`config.mk`:
```
export PLATFORM = sky130hd
export DESIGN_NAME = num_conv_pipe
export DESIGN_NICKNAME = d
export VERILOG_FILES = /design/src/rtl/num_conv_pkg.sv /design/src/rtl/num_conv_core.sv /design/src/rtl/num_conv_pipe.sv
export SDC_FILE = /design/constraint.sdc
export NUM_CORES = 1
export LEC_CHECK = 0
export CAP_MARGIN = 25
export CORE_MARGIN = 2
export CORE_UTILIZATION = 49
export CTS_BUF_LIST = sky130_fd_sc_hd__clkbuf_16
export DETAILED_ROUTE_END_ITERATION = 8
export HOLD_SLACK_MARGIN = 0.12
export PLACE_DENSITY = 0.78
export SKIP_LAST_GASP = 1
export SLEW_MARGIN = 20
export SYNTH_ARGS = -nofsm -noshare
export SYNTH_HDL_FRONTEND = slang
export SYNTH_SLANG_ARGS = --single-unit
export TNS_END_PERCENT = 5
```
`constraint.sdc`:
```
create_clock -name clk -period 2.2 [get_ports clk]
set_input_delay 0.33 -clock clk [delete_from_list [all_inputs] [get_ports clk]]
set_output_delay 0.33 -clock clk [all_outputs]
set_load 0.1 [all_outputs]
```
`src/rtl/num_conv_pkg.sv`:
```
// Shared definitions for the number-format conversion pipeline.
package num_conv_pkg;

    // Conversion direction, sampled alongside each operand.
    localparam logic MODE_C2_TO_SM = 1'b0;
    localparam logic MODE_SM_TO_C2 = 1'b1;

endpackage : num_conv_pkg

```
`src/rtl/num_conv_core.sv`:
```
// Combinational conversion between two's complement and sign-magnitude.
// The result is one bit wider than the operand so that the most negative
// two's complement value and every sign-magnitude value fit without overflow.
module num_conv_core
    import num_conv_pkg::*;
#(
    parameter int W = 8
) (
    input  logic [W-1:0] data,
    input  logic         mode,
    output logic [W:0]   result,
    output logic         nz
);

    localparam logic [W-1:0] ONE_W  = {{(W-1){1'b0}}, 1'b1};
    localparam logic [W:0]   ONE_W1 = {{W{1'b0}}, 1'b1};

    logic         sign;
    logic [W-1:0] c2_mag;
    logic [W:0]   sm_mag;
    logic [W:0]   sm_c2;

    // Both directions are computed, the mode picks one; negative zero maps to 0 with nz set.
    always_comb begin
        sign   = data[W-1];
        c2_mag = sign ? (~data + ONE_W) : data;
        sm_mag = {2'b00, data[W-2:0]};
        sm_c2  = sign ? (~sm_mag + ONE_W1) : sm_mag;
        result = '0;
        nz     = 1'b0;
        if (mode == MODE_C2_TO_SM) begin
            result = {sign, c2_mag};
        end else begin
            result = sm_c2;
            nz     = sign && (data[W-2:0] == '0);
        end
    end

endmodule : num_conv_core

```
`src/rtl/num_conv_pipe.sv`:
```
// Two-stage valid/ready pipeline around num_conv_core.
// S1 holds the raw operand and mode, S2 holds the converted result.
// A running count of negative results delivered downstream saturates
// at all-ones and can be cleared synchronously.
module num_conv_pipe
    import num_conv_pkg::*;
#(
    parameter int W     = 8,
    parameter int CNT_W = 16
) (
    input  logic             clk,
    input  logic             rst_n,
    input  logic             in_valid,
    output logic             in_ready,
    input  logic [W-1:0]     in_data,
    input  logic             in_mode,
    output logic             out_valid,
    input  logic             out_ready,
    output logic [W:0]       out_data,
    output logic             out_nz,
    output logic [CNT_W-1:0] neg_count,
    input  logic             cnt_clr
);

    generate
        if (W < 2 || W > 32) begin : g_bad_width
            $error("num_conv_pipe: W must be in 2..32");
        end
    endgenerate

    localparam logic [CNT_W-1:0] CNT_MAX = '1;
    localparam logic [CNT_W-1:0] CNT_ONE = {{(CNT_W-1){1'b0}}, 1'b1};

    logic             s1_valid_q, s1_valid_d;
    logic [W-1:0]     s1_data_q,  s1_data_d;
    logic             s1_mode_q,  s1_mode_d;
    logic             s2_valid_q, s2_valid_d;
    logic [W:0]       s2_data_q,  s2_data_d;
    logic             s2_nz_q,    s2_nz_d;
    logic [CNT_W-1:0] neg_count_q, neg_count_d;

    logic         in_xfer;
    logic         out_xfer;
    logic         s2_load;
    logic [W:0]   core_result;
    logic         core_nz;

    num_conv_core #(
        .W (W)
    ) u_core (
        .data   (s1_data_q),
        .mode   (s1_mode_q),
        .result (core_result),
        .nz     (core_nz)
    );

    // Handshake: S2 refills when empty or draining; S1 refills when empty or moving into S2.
    always_comb begin
        in_ready  = rst_n && (!s1_valid_q || !s2_valid_q || out_ready);
        in_xfer   = in_valid && in_ready;
        out_xfer  = s2_valid_q && out_ready;
        s2_load   = s1_valid_q && (!s2_valid_q || out_ready);
        out_valid = s2_valid_q;
        out_data  = s2_data_q;
        out_nz    = s2_nz_q;
        neg_count = neg_count_q;
    end

    // Next state of both stages; stalled stages keep their contents.
    always_comb begin
        s1_valid_d = s1_valid_q;
        s1_data_d  = s1_data_q;
        s1_mode_d  = s1_mode_q;
        s2_valid_d = s2_valid_q;
        s2_data_d  = s2_data_q;
        s2_nz_d    = s2_nz_q;

        if (in_xfer) begin
            s1_valid_d = 1'b1;
            s1_data_d  = in_data;
            s1_mode_d  = in_mode;
        end else if (s2_load) begin
            s1_valid_d = 1'b0;
        end

        if (s2_load) begin
            s2_valid_d = 1'b1;
            s2_data_d  = core_result;
            s2_nz_d    = core_nz;
        end else if (out_xfer) begin
            s2_valid_d = 1'b0;
        end
    end

    // Negative-result counter; a clear wins over a same-cycle increment.
    always_comb begin
        neg_count_d = neg_count_q;
        if (cnt_clr) begin
            neg_count_d = '0;
        end else if (out_xfer && s2_data_q[W] && (neg_count_q != CNT_MAX)) begin
            neg_count_d = neg_count_q + CNT_ONE;
        end
    end

    // State registers; reset empties the pipe and discards anything in flight.
    always_ff @(posedge clk or negedge rst_n) begin
        if (!rst_n) begin
            s1_valid_q  <= 1'b0;
            s1_data_q   <= '0;
            s1_mode_q   <= MODE_C2_TO_SM;
            s2_valid_q  <= 1'b0;
            s2_data_q   <= '0;
            s2_nz_q     <= 1'b0;
            neg_count_q <= '0;
        end else begin
            s1_valid_q  <= s1_valid_d;
            s1_data_q   <= s1_data_d;
            s1_mode_q   <= s1_mode_d;
            s2_valid_q  <= s2_valid_d;
            s2_data_q   <= s2_data_d;
            s2_nz_q     <= s2_nz_d;
            neg_count_q <= neg_count_d;
        end
    end

endmodule : num_conv_pipe

```
==> out/qor.csv <==
stage;metric;value;unit
cts;clk_pin_slew;0.05;ns
routing;drt-initial-drc-count;91;
routing;drtPass1Iterations;5;
worst_setup_path;start_kind;input port;
cts;postCtsHoldBufs;0;
global_routing;grt_pass1_vias;1529;
synthesis;synth_area_leaders;dfrtp_1 (51%), mux2_1 (8.7%), nand2_1 (3.9%);
sta;hold-worst-slack;0.4826;ns
cts;cts_tree;yes;
final_layout;finish.instance_area;2449;um^2
die;io_pins;42;
placement;globalplace.congestion;0.8565;
synthesis;syn_nets;195;
cts;cts.sinks;37;
worst_setup_path;path_class;in2reg;
synthesis;synth-seq-area-share;50.89;%
die;core;3606;um^2
cts;clockBufferDepth;2;
worst_setup_path;r2r_cells;6;
synthesis;synth_edf_count;0;
sta;tightest_slew;0.6050;ns
routing;vias;1522;
final_layout;nets;243;
global_routing;grtUsageTotal;20.78;%
die;die_area;4216;um^2
routing;avgRoutedWirePerCell;14.19;um
global_routing;grt_pass1_wl;6755;um
synthesis;yosys_register_bits;37;
synthesis;ys_types;31;
cts;htreeDepth;2;
sta;finalHoldViolCount;0;
die;fp.dieH;64.93;um
synthesis;synth_cells;179;
worst_setup_path;cp-end-kind;flip-flop;
sta;final.setup_skew;0.003133;ns
routing;drc;0;
routing;ant_nets;0;
die;start_util;50.45;%
job;max_cap_violations;0;
die;die_w;64.93;um
synthesis;ys_warn_count;0;
global_routing;grt-ovfl-total;0;
sta;timing.final.crit_period;1.980;ns
placement;placed_cell_area;2312;um^2
final_layout;drive_gt1_share;28.51;%
synthesis;synth_top_area_cell;dfrtp_1;
cts;cts_setup_buffers;0;
synthesis;yosysMostFrequentCell;dfrtp_1;
cts;root_buffer;clkbuf_16;
synthesis;syn-cell-area;1819;um^2
synthesis;synth_top_area_share;50.89;%
sta;max_slew_margin;59.57;%
routing;vias_per_cell;5.514;
die;rows;22;
worst_setup_path;cp.required;2.39;ns
sta;clock.fmax;0.5050;GHz
placement;hpwlAfterDp;2902;um
cts;cts_resized;0;
placement;io_buffers;41;
sta;period_share;90.01;%
pwr;ir_drop;0.5273;mV
synthesis;synth_area_per_cell;10.16;um^2
cts;cts_buffers;5;
pwr;power.leakage;1.045;nW
outcome;outcome;completed;
worst_setup_path;cp_max_fo;6;
final_layout;n_antenna_cell;0;
global_routing;antenna_found_initial;0;
synthesis;ys_top_cells_by_count;dfrtp_1 (37), nand2_1 (19), mux2_1 (14);
sta;rsz0062_at_grt;false;
final_layout;synthToLayoutAreaGrowth;34.59;%
hold_path;hp-class;reg2reg;
pwr;powerDensity;942.9;nW/um^2
synthesis;async_flop_share;100.0;%
sta;slew_violations;0;
synthesis;ys.flop_type;dfrtp_1;
sta;setup_viol;0;
hold_path;min_path_cells;1;
global_routing;grt_max_degree;38;
cts;clk_latency;0.27;ns
routing;routed_wl;3916;um
worst_setup_path;cp.arrival;2.17;ns
==> power breakdown <==
group / total [mW] / switching (mW) / internal (mW) / leakage (nW)
clock network: 0.647 / 0.240 / 0.406 / 0.0776
registers: 0.851 / 0.0757 / 0.775 / 0.450
logic: 0.811 / 0.617 / 0.194 / 0.517
==> through the flow <==
step / power [mW] / instances / utilization [%] / TNS (ns) / worst slack [ns]
after floorplan: 1.470 / 179 / - / -0.02110 / -0.02110
after global placement: 1.659 / 268 / 64.12 / -0.03041 / -0.01585
after detailed placement: 1.674 / 268 / 64.12 / -0.1654 / -0.07007
after CTS: 2.337 / 276 / 67.90 / 0 / 0.2187
after global routing: 2.403 / 276 / 67.90 / 0 / 0.07452
final: 2.309 / 276 / 67.90 / 0 / 0.2198
==> final cells by class <==
cell class	count	area, um^2
clock buffers	5	125.1
clock inverters	3	11.26
fillers	292	1157
inverters	7	26.28
multi-input cells	126	839.6
flip-flops and latches	37	953.4
well taps	48	60.06
repair buffers	50	432.9
==> kinds of logic after synthesis <==
| family | after synthesis | synth area share (%) |
|---|---|---|
| buffers and inverters | 16 | 3.370 |
| adders and majority gates | 2 | 1.375 |
| AOI/OAI and AO/OA | 34 | 11.28 |
| muxes | 15 | 9.216 |
| and+or+nand+nor | 68 | 20.50 |
| DFF | 37 | 50.89 |
| xor gates and xnor gates | 7 | 3.370 |
==> worst paths after layout <==
path	from	to	slack [ns]
setup reg to reg	neg_count[0]	neg_count[15]	0.26
min in group asynchronous	rst_n	neg_count[10]	0.59
max in group asynchronous	rst_n	neg_count[0]	1.25
hold / removal	s1_valid_q	out_valid	0.48
setup / recovery	out_ready	neg_count[15]	0.22
hold reg to reg	s1_valid_q	out_valid	0.48
==> critical path, cell delays in order <==
cell and delay, ns:
clkdlybuf4s50_1 0.49, nand3_2 0.09, or4_1 0.61, or4_1 0.49, a21oi_1 0.16
==> per-layer routing <==
layer	global-route usage, %	routed length [um]	vias up
met5	0	0	-
met4	3.989	0	0
met3	4.861	207	0
met2	39.82	2144	41
met1	23.27	1564	738
li1	-	-	743
==> cell usage in the layout (no fill, tap or decap), drive strengths merged, types with 5 or more instances in the layout <==
cell           count
a21oi             10
or4                7
o21ai             13
o31ai              9
inv               10
nor2               8
dfrtp             37
clkbuf             5
clkdlybuf4s50     13
nor2b              5
nand2             19
mux2              14
buf               37
nand3              7
==> flip-flops by register name, indices dropped and copies added, names as in the netlist <==
name / flops
out_nz: 1
neg_count: 16
s1_mode_q: 1
out_data: 9
out_valid: 1
s1_valid_q: 1
s1_data_q: 8
Note: power is estimated with default switching activity, not from simulation.
